File: src/rtl/bcd_convert_sequencer_pkg.sv
// Shared definitions for the BCD conversion sequencer: widths, FSM state
// encoding, converter field-select codes and the packed BCD digit pair.
// Optional feature macro: BCD_SEQ_SECONDS_EN adds the seconds conversion state.
package bcd_seq_pkg;

  localparam int unsigned BCD_W   = 4;
  localparam int unsigned BIN_W   = 6;
  localparam int unsigned HRS_W   = 5;
  localparam int unsigned FIELD_W = 2 * BCD_W;
  localparam int unsigned SEL_W   = 2;

  // One conversion state per displayed field.
  typedef enum logic [1:0] {
    ST_IDLE     = 2'd0,
    ST_CONV_HRS = 2'd1,
`ifdef BCD_SEQ_SECONDS_EN
    ST_CONV_MIN = 2'd2,
    ST_CONV_SEC = 2'd3
`else
    ST_CONV_MIN = 2'd2
`endif
  } state_e;

  // Field-select codes for the shared converter input mux.
  localparam logic [SEL_W-1:0] SEL_HRS = 2'd0;
  localparam logic [SEL_W-1:0] SEL_MIN = 2'd1;
  localparam logic [SEL_W-1:0] SEL_SEC = 2'd2;

  // Two BCD digits of one field, tens in the upper nibble.
  typedef struct packed {
    logic [BCD_W-1:0] tens;
    logic [BCD_W-1:0] ones;
  } bcd_pair_t;

  // Which field the converter works on in a given state.
  function automatic logic [SEL_W-1:0] field_of_state(input state_e s);
    logic [SEL_W-1:0] sel;
    sel = SEL_HRS;
    case (s)
      ST_CONV_MIN: sel = SEL_MIN;
`ifdef BCD_SEQ_SECONDS_EN
      ST_CONV_SEC: sel = SEL_SEC;
`endif
      default:     sel = SEL_HRS;
    endcase
    return sel;
  endfunction

endpackage

File: src/rtl/bcd_convert_sequencer_if.sv
// Bus between the sequencer and its shared binary-to-BCD converter.
//   bin : 6-bit binary value presented to the converter
//   bcd : converter result as a tens/ones digit pair
// Modports: master (sequencer side), slave (converter side).
interface bcd_conv_if;
  import bcd_seq_pkg::*;

  logic [BIN_W-1:0] bin;
  bcd_pair_t        bcd;

  modport master (output bin, input bcd);
  modport slave  (input bin, output bcd);
endinterface

File: src/rtl/bcd_convert_sequencer_bin_to_bcd.sv
// Combinational 6-bit binary to two-digit BCD converter (0..63 -> 00..63).
// Ports: conv (bcd_conv_if.slave) -- bin in, bcd digit pair out.
module bin_to_bcd
  import bcd_seq_pkg::*;
(
  bcd_conv_if.slave conv
);

  always_comb begin
    conv.bcd.tens = BCD_W'(conv.bin / BIN_W'(10));
    conv.bcd.ones = BCD_W'(conv.bin % BIN_W'(10));
  end

endmodule

File: src/rtl/bcd_convert_sequencer.sv
// Converts a binary hh/mm/ss time snapshot to BCD, one field per cycle,
// through a single shared converter, then publishes all fields at once.
// Ports:
//   i_clk, i_reset           : clock, synchronous active-high reset
//   i_start                  : conversion request (accepted only when idle)
//   i_hours/minutes/seconds  : binary time fields
//   o_busy                   : sequence in progress
//   o_done                   : one-cycle pulse when new BCD outputs appear
//   o_hours/minutes/seconds_bcd : {tens, ones} results
// Macro BCD_SEQ_SECONDS_EN: when undefined, seconds are not converted and
// o_seconds_bcd is tied to zero.
module bcd_convert_sequencer
  import bcd_seq_pkg::*;
(
  input  logic               i_clk,
  input  logic               i_reset,
  input  logic               i_start,
  input  logic [HRS_W-1:0]   i_hours,
  input  logic [BIN_W-1:0]   i_minutes,
  input  logic [BIN_W-1:0]   i_seconds,
  output logic               o_busy,
  output logic               o_done,
  output logic [FIELD_W-1:0] o_hours_bcd,
  output logic [FIELD_W-1:0] o_minutes_bcd,
  output logic [FIELD_W-1:0] o_seconds_bcd
);

  state_e           state_q;
  logic             busy_q;
  logic             done_q;
  logic [HRS_W-1:0] hrs_snap_q;
  logic [BIN_W-1:0] min_snap_q;
  bcd_pair_t        hrs_sh_q;
  bcd_pair_t        min_sh_q;
  bcd_pair_t        hrs_out_q;
  bcd_pair_t        min_out_q;
  bcd_pair_t        conv_bcd;
  logic [BIN_W-1:0] sec_bin;

  bcd_conv_if conv_if ();

  bin_to_bcd u_bin_to_bcd (
    .conv (conv_if)
  );

`ifdef BCD_SEQ_SECONDS_EN
  logic [BIN_W-1:0] sec_snap_q;
  bcd_pair_t        sec_sh_q;
  bcd_pair_t        sec_out_q;

  assign sec_bin       = sec_snap_q;
  assign o_seconds_bcd = sec_out_q;
`else
  logic unused_seconds;

  assign unused_seconds = ^i_seconds;
  assign sec_bin        = '0;
  assign o_seconds_bcd  = '0;
`endif

  // Shared converter input mux; hours are zero-extended to the converter width.
  always_comb begin
    conv_if.bin = BIN_W'(hrs_snap_q);
    case (field_of_state(state_q))
      SEL_MIN: conv_if.bin = min_snap_q;
      SEL_SEC: conv_if.bin = sec_bin;
      default: conv_if.bin = BIN_W'(hrs_snap_q);
    endcase
  end

  assign conv_bcd = conv_if.bcd;

  // Sequencer FSM: snapshot, convert field by field, publish atomically.
  always_ff @(posedge i_clk) begin
    if (i_reset) begin
      state_q    <= ST_IDLE;
      busy_q     <= 1'b0;
      done_q     <= 1'b0;
      hrs_snap_q <= '0;
      min_snap_q <= '0;
      hrs_sh_q   <= '0;
      min_sh_q   <= '0;
      hrs_out_q  <= '0;
      min_out_q  <= '0;
`ifdef BCD_SEQ_SECONDS_EN
      sec_snap_q <= '0;
      sec_sh_q   <= '0;
      sec_out_q  <= '0;
`endif
    end else begin
      done_q <= 1'b0;
      case (state_q)
        ST_IDLE: begin
          if (i_start) begin
            hrs_snap_q <= i_hours;
            min_snap_q <= i_minutes;
`ifdef BCD_SEQ_SECONDS_EN
            sec_snap_q <= i_seconds;
`endif
            busy_q     <= 1'b1;
            state_q    <= ST_CONV_HRS;
          end
        end
        ST_CONV_HRS: begin
          hrs_sh_q <= conv_bcd;
          state_q  <= ST_CONV_MIN;
        end
`ifdef BCD_SEQ_SECONDS_EN
        ST_CONV_MIN: begin
          min_sh_q <= conv_bcd;
          state_q  <= ST_CONV_SEC;
        end
        ST_CONV_SEC: begin
          sec_sh_q  <= conv_bcd;
          hrs_out_q <= hrs_sh_q;
          min_out_q <= min_sh_q;
          sec_out_q <= conv_bcd;
          done_q    <= 1'b1;
          busy_q    <= 1'b0;
          state_q   <= ST_IDLE;
        end
`else
        ST_CONV_MIN: begin
          min_sh_q  <= conv_bcd;
          hrs_out_q <= hrs_sh_q;
          min_out_q <= conv_bcd;
          done_q    <= 1'b1;
          busy_q    <= 1'b0;
          state_q   <= ST_IDLE;
        end
`endif
        default: begin
          busy_q  <= 1'b0;
          state_q <= ST_IDLE;
        end
      endcase
    end
  end

  assign o_busy        = busy_q;
  assign o_done        = done_q;
  assign o_hours_bcd   = hrs_out_q;
  assign o_minutes_bcd = min_out_q;

endmodule

File: config.mk
export PLATFORM = sky130hd
export DESIGN_NAME = bcd_convert_sequencer
export DESIGN_NICKNAME = d
export VERILOG_FILES = /design/src/rtl/bcd_convert_sequencer_pkg.sv /design/src/rtl/bcd_convert_sequencer_if.sv /design/src/rtl/bcd_convert_sequencer_bin_to_bcd.sv /design/src/rtl/bcd_convert_sequencer.sv
export SDC_FILE = /design/constraint.sdc
export NUM_CORES = 1
export LEC_CHECK = 0
export ABC_AREA = 1
export BUFFER_PORTS_ARGS = -buffer_cell sky130_fd_sc_hd__buf_2
export CORE_ASPECT_RATIO = 1.2
export CORE_MARGIN = 3
export CORE_UTILIZATION = 50
export CTS_BUF_LIST = sky130_fd_sc_hd__clkbuf_8
export DETAILED_ROUTE_END_ITERATION = 16
export PLACE_DENSITY = 0.78
export SETUP_SLACK_MARGIN = 0.1
export SLEW_MARGIN = 20
export SYNTH_ARGS = -nofsm -noshare
export SYNTH_HDL_FRONTEND = slang
export SYNTH_HIERARCHICAL = 1
export SYNTH_SLANG_ARGS = --single-unit
File: constraint.sdc
create_clock -name i_clk -period 2.1 [get_ports i_clk]
set_input_delay 0.105 -clock i_clk [delete_from_list [all_inputs] [get_ports i_clk]]
set_output_delay 0.105 -clock i_clk [all_outputs]
set_load 0.02 [all_outputs]
After elaboration in Yosys (flattened, before gate mapping):

Index checks and enable logic that the tools add are counted.

* bits of input ports: 20
* latch bits: 0
* output and inout bits: 26
* ROM bits: 0
* flip-flop bits (word level): 39
* bits in writable memories: 0
* memories kept: 0
* logic and storage cells: 29

* add/subtract/negate cells: 0
* $mul: 0
* shifts and indexed selects: 0
* muxes and demuxes: 7
* magnitude comparators: 0
* equal/unequal tests: 5
* div/mod/pow operators: 2
* reductions and logical operators: 3
* bitwise logic cells: 1

Operators by type and width (count)
* $pmux W6 S2: 1
* $div A6 B4 Y6 const B: 1
* $mod A6 B4 Y6 const B: 1
* $eq A2 B1 Y1 const B: 2
* $eq A2 B2 Y1 const B: 2
* $pmux W2 S2: 1
* $reduce_and A2 Y1: 2
* $mux W1: 3
* $logic_not A2 Y1: 1
* $mux W2: 1
* $ne A2 B2 Y1 const B: 1
* $pmux W1 S2: 1
* $not A1 Y1: 1

Depth between registers and ports, before layout:

* word-level depth: 5
* gate-level depth with buffers: 22
* depth with buffers taken out: 21

Modules after synthesis:

Netlist, hierarchy kept.

By module, submodules not included
* bcd_convert_sequencer: area an instance 1606.5 um^2, times used 1, cells each 218
* bin_to_bcd: area an instance 279.0 um^2, times used 1, cells each 51

Worst setup path before layout:

OpenSTA, ideal clock, no wires.

* path type: flip-flop to flip-flop
* from: register state_q[1]
* to: register hrs_sh_q[3] (netlist bit)
* data arrival time: 2.009 ns
* path slack: -0.025 ns
* period minus slack after synthesis: 2.125 ns
* cell stages (with the launch flop): 18
* path buffers: 1
* setup time: 0.116 ns
* path through: dfxtp_1 -> nand2_4 -> buf_6 -> nor2_1 -> inv_2 -> nand2_2 -> nand4_2 -> nand2_4 -> nand2_1 -> nand2_1 -> inv_1 -> ha_1 -> nand3_1 -> nand2_1 -> nand2_1 -> nand2_1 -> o21ai_0 -> nor2_1

RTL lines
* from (decl): RTL line bcd_convert_sequencer.sv:28 `state_e state_q;`
* from (signal assigned): RTL line bcd_convert_sequencer.sv:76 `state_q <= ST_IDLE;`
* from (signal assigned): RTL line bcd_convert_sequencer.sv:101 `state_q <= ST_CONV_HRS;`
* from (signal assigned): RTL line bcd_convert_sequencer.sv:106 `state_q <= ST_CONV_MIN;`
* to (signal assigned): RTL line bcd_convert_sequencer.sv:105 `hrs_sh_q <= conv_bcd;`
* to (decl): RTL line bcd_convert_sequencer.sv:33 `bcd_pair_t hrs_sh_q;`

==> flow_summary_export.csv <==
group,metric,value,unit
drt,totalWireLength,3750,um
synth,yosys.area.top_type_share,41.4,%
critical_path,critPathLaunch,"state_q[0]",
grt,gr-total-overflow,0,
synth,synth_top_cell_by_area,"dfxtp_1",
pwr,total_switching_power,0.560,mW
sta,fin_ws,133,ps
synth,synth_async_sr_flop_share,0,%
pwr,power_density_over_cell_area,781,nW/um^2
grt,first_global_vias,1431,
cts,tritoncts,"yes",
cts,hold_buffers,0,
cts,h-tree-depth,2,
sta,min_period_over_period,93.7,%
cts,numCtsBuffers,5,
finish,nNetsFinal,330,
pwr,finalPower,1.86,mW
synth,ys_top_cells_by_count,"nor2_1 (60), nand2_1 (43), dfxtp_1 (39), inv_1 (21), nand3_1 (20)",
place,finalWeightedCongestion,0.784,
finish,multiInputGateArea,1010,um^2
finish,count_of_fill_cells_added_during_filler_insertion,305,
place,post-place-cells,342,
grt,initial_antenna_violation_count,0,
sta,finalHoldViolations,0,
cts,latest_clock_arrival_within_the_worst_skew_pair,300,ps
floorplan,dieHeight,73.3,um
drt,drc_violation_count_after_routing,0,
synth,yosys.cell_count.top_type,"nor2_1",
job,max-cap-violations,0,
critical_path,critPathCaptureType,"flop",
drt,detail_route.iter0.violations,41,
cts,numClockSinks,39,
floorplan,io-pin-count,46,
grt,wire_length_of_the_first_global_routing_pass,6020,um
synth,synth.area.top_cells,"dfxtp_1 (41%), nor2_1 (12%), nand2_1 (8.6%)",
synth,synth_ff_type,"dfxtp_1",
outcome,outcome,"complete, no violations",
finish,area_growth,26.5,%
critical_path,cp_max_fo,5,
floorplan,core_area,3480,um^2
synth,synth-edff-count,0,
sta,fin_skew,8.90,ps
floorplan,initial_cell_density_of_the_core,54.2,%
finish,design_area,2390,um^2
cts,cts_max_path_buffers,2,
floorplan,num_rows,23,
place,port_buffers,31,
finish,register_area,788,um^2
sta,post-route-min-period,1970,ps
sta,slew_viol_final,0,
pwr,swShare,30.0,%
critical_path,worstSetupPathType,"reg2reg",
synth,ys_ff_latch,39,
critical_path,worstSetupStartpointType,"flop",
pwr,power_frac_clock,34.0,%
drt,drt_first_pass_iters,4,
sta,fmax,508,MHz
sta,timing.final.setup_violations,0,
synth,post_synth_inst_count,269,
sta,rsz0062_at_grt,"true",
finish,post_route_non_filler_standard_cell_count,360,
synth,synthDistinctLibCells,23,
synth,post_synth.cell_area_avg,7.01,um^2
sta,tightest_slew,542,ps
place,placement.setup.worst_slack,-21.1,ps
place,dpl-instance-area,2040,um^2
worst_hold_path,worst_hold_startpoint,"i_reset",
grt,pin_count_of_the_biggest_net_entering_global_routing,37,
finish,drive_gt1_share,33.2,%
pwr,seqPwrFrac,43.5,%
cts,clk_pin_slew,80,ps
critical_path,required,2300,ps
pwr,power_frac_comb,22.4,%
pwr,leakage,1.18,nW
synth,synth.yosys.seq_area_share,41.4,%
floorplan,die_width,62.1,um
place,place.detailed.hpwl,2430,um
cts,cts.root.buffer_cell,"clkbuf_8",
drt,wl_per_cell,10.4,um
pwr,peakVddDrop,0.683,mV
grt,gr-usage-all-layers,17.6,%
synth,syn_area,1890,um^2
pwr,p_int,1.30,mW
sta,timing.max_slew.rel_slack,63.8,%
finish,post-route-util,68.5,%
critical_path,data_arrival_time_of_the_critical_path,2170,ps
drt,routed-via-count,1688,
worst_hold_path,hold_path_class,"in2reg",
synth,ys.warnings.count,6,
drt,drtAntennaViolNets,0,
floorplan,die_area,4550,um^2
critical_path,worstReg2RegStart,"state_q[0]",
sta,timing.setup.tns,0,ps
finish,antenna_cells,0,
drt,post_drt_via_cell_ratio,4.69,
sta,hold_slack,11.2,ps
==> layout by cell type (no fill, tap or decap) <==
master,n
a21oi_1,13
buf_2,31
buf_4,15
buf_6,1
bufinv_16,1
clkbuf_8,5
clkinvlp_4,1
conb_1,9
dfxtp_1,37
dfxtp_4,2
ha_4,1
inv_1,19
inv_2,5
inv_4,4
inv_6,1
inv_8,1
nand2_1,31
nand2_2,6
nand2_4,13
nand2_8,1
nand3_1,17
nand3_2,4
nand3_4,1
nand4_1,1
nand4_4,1
nor2_1,59
nor2_2,3
nor2_4,1
nor3_1,1
o21a_2,1
o21ai_0,12
o21ai_1,8
o21ai_2,4
==> path summary, 6_finish.rpt <==
check | endpoint | slack (ps) | cells after the start
max | hrs_sh_q[3] | 130 | 20
min | state_q[0] | 10 | 2
max reg2reg | hrs_sh_q[3] | 130 | 20
min reg2reg | o_busy | 450 | 2
==> logic make-up after synthesis <==
logic type	after synthesis	synth area share, %
AOI/OAI and AO/OA	38	10.3
buffers and inverters	50	14.1
other	2	0.398
adders and majority gates	1	0.663
DFF	39	41.4
and+or+nand+nor	139	33.1
==> power by group through the flow <==
stage / Combinational, mW / Clock [mW] / Sequential (mW)
after floorplan: 0.250 / 0 / 0.845
after global placement: 0.316 / 0 / 0.826
after detailed placement: 0.323 / 0 / 0.828
after CTS: 0.341 / 0.649 / 0.810
after global routing: 0.467 / 0.682 / 0.816
final: 0.418 / 0.635 / 0.811
==> critical path, cell delays in order (launching register included) <==
cell and delay [ps]:
dfxtp_4 360, inv_4 70, nand2_8 70, inv_8 70, nand2_2 60, nand2_4 120, inv_4 50, nand3_2 60
nand2_1 70, inv_2 100, nand2_4 70, buf_6 130, nand2_4 60, nand2_4 60, buf_4 130, nand2_1 60
nand2_2 60, nand2_4 70, nand2_4 50, o21ai_2 100, nor2_1 40
==> cell type report <==
type,count,share of cell area (%)
multi-input cells,187,42.5
flip-flops and latches,39,33.0
repair buffers,47,11.7
inverters,29,5.30
clock buffers,5,2.88
well taps,50,2.62
clock inverters,3,1.94
==> what timing repair did <==
action                                  4_1_cts  5_1_grt
pin swaps                                     5       15
cloned                                        0        0
setup buffers                                 4        6
resized for setup                             9       39
endpoints found under the setup margin        4        8
==> metal layers <==
| metal | track usage, % | vias up | routed length (um) | part of all wire [%] |
|---|---|---|---|---|
| met2 | 29.5 | 51 | 1860 | 50 |
| li1 | - | 902 | - | - |
| met4 | 6.37 | 0 | 112 | 3.0 |
| met1 | 20.2 | 722 | 1580 | 42 |
| met3 | 5.80 | 13 | 200 | 5.3 |
| met5 | 0 | - | 0 | 0 |
==> registers in the layout, indices dropped and copies added, names as in the netlist <==
signal,cells
hrs_sh_q,8
o_hours_bcd,8
o_minutes_bcd,8
min_snap_q,6
hrs_snap_q,5
state_q,2
o_busy,1
o_done,1
Note: power is estimated with default switching activity, not from simulation.
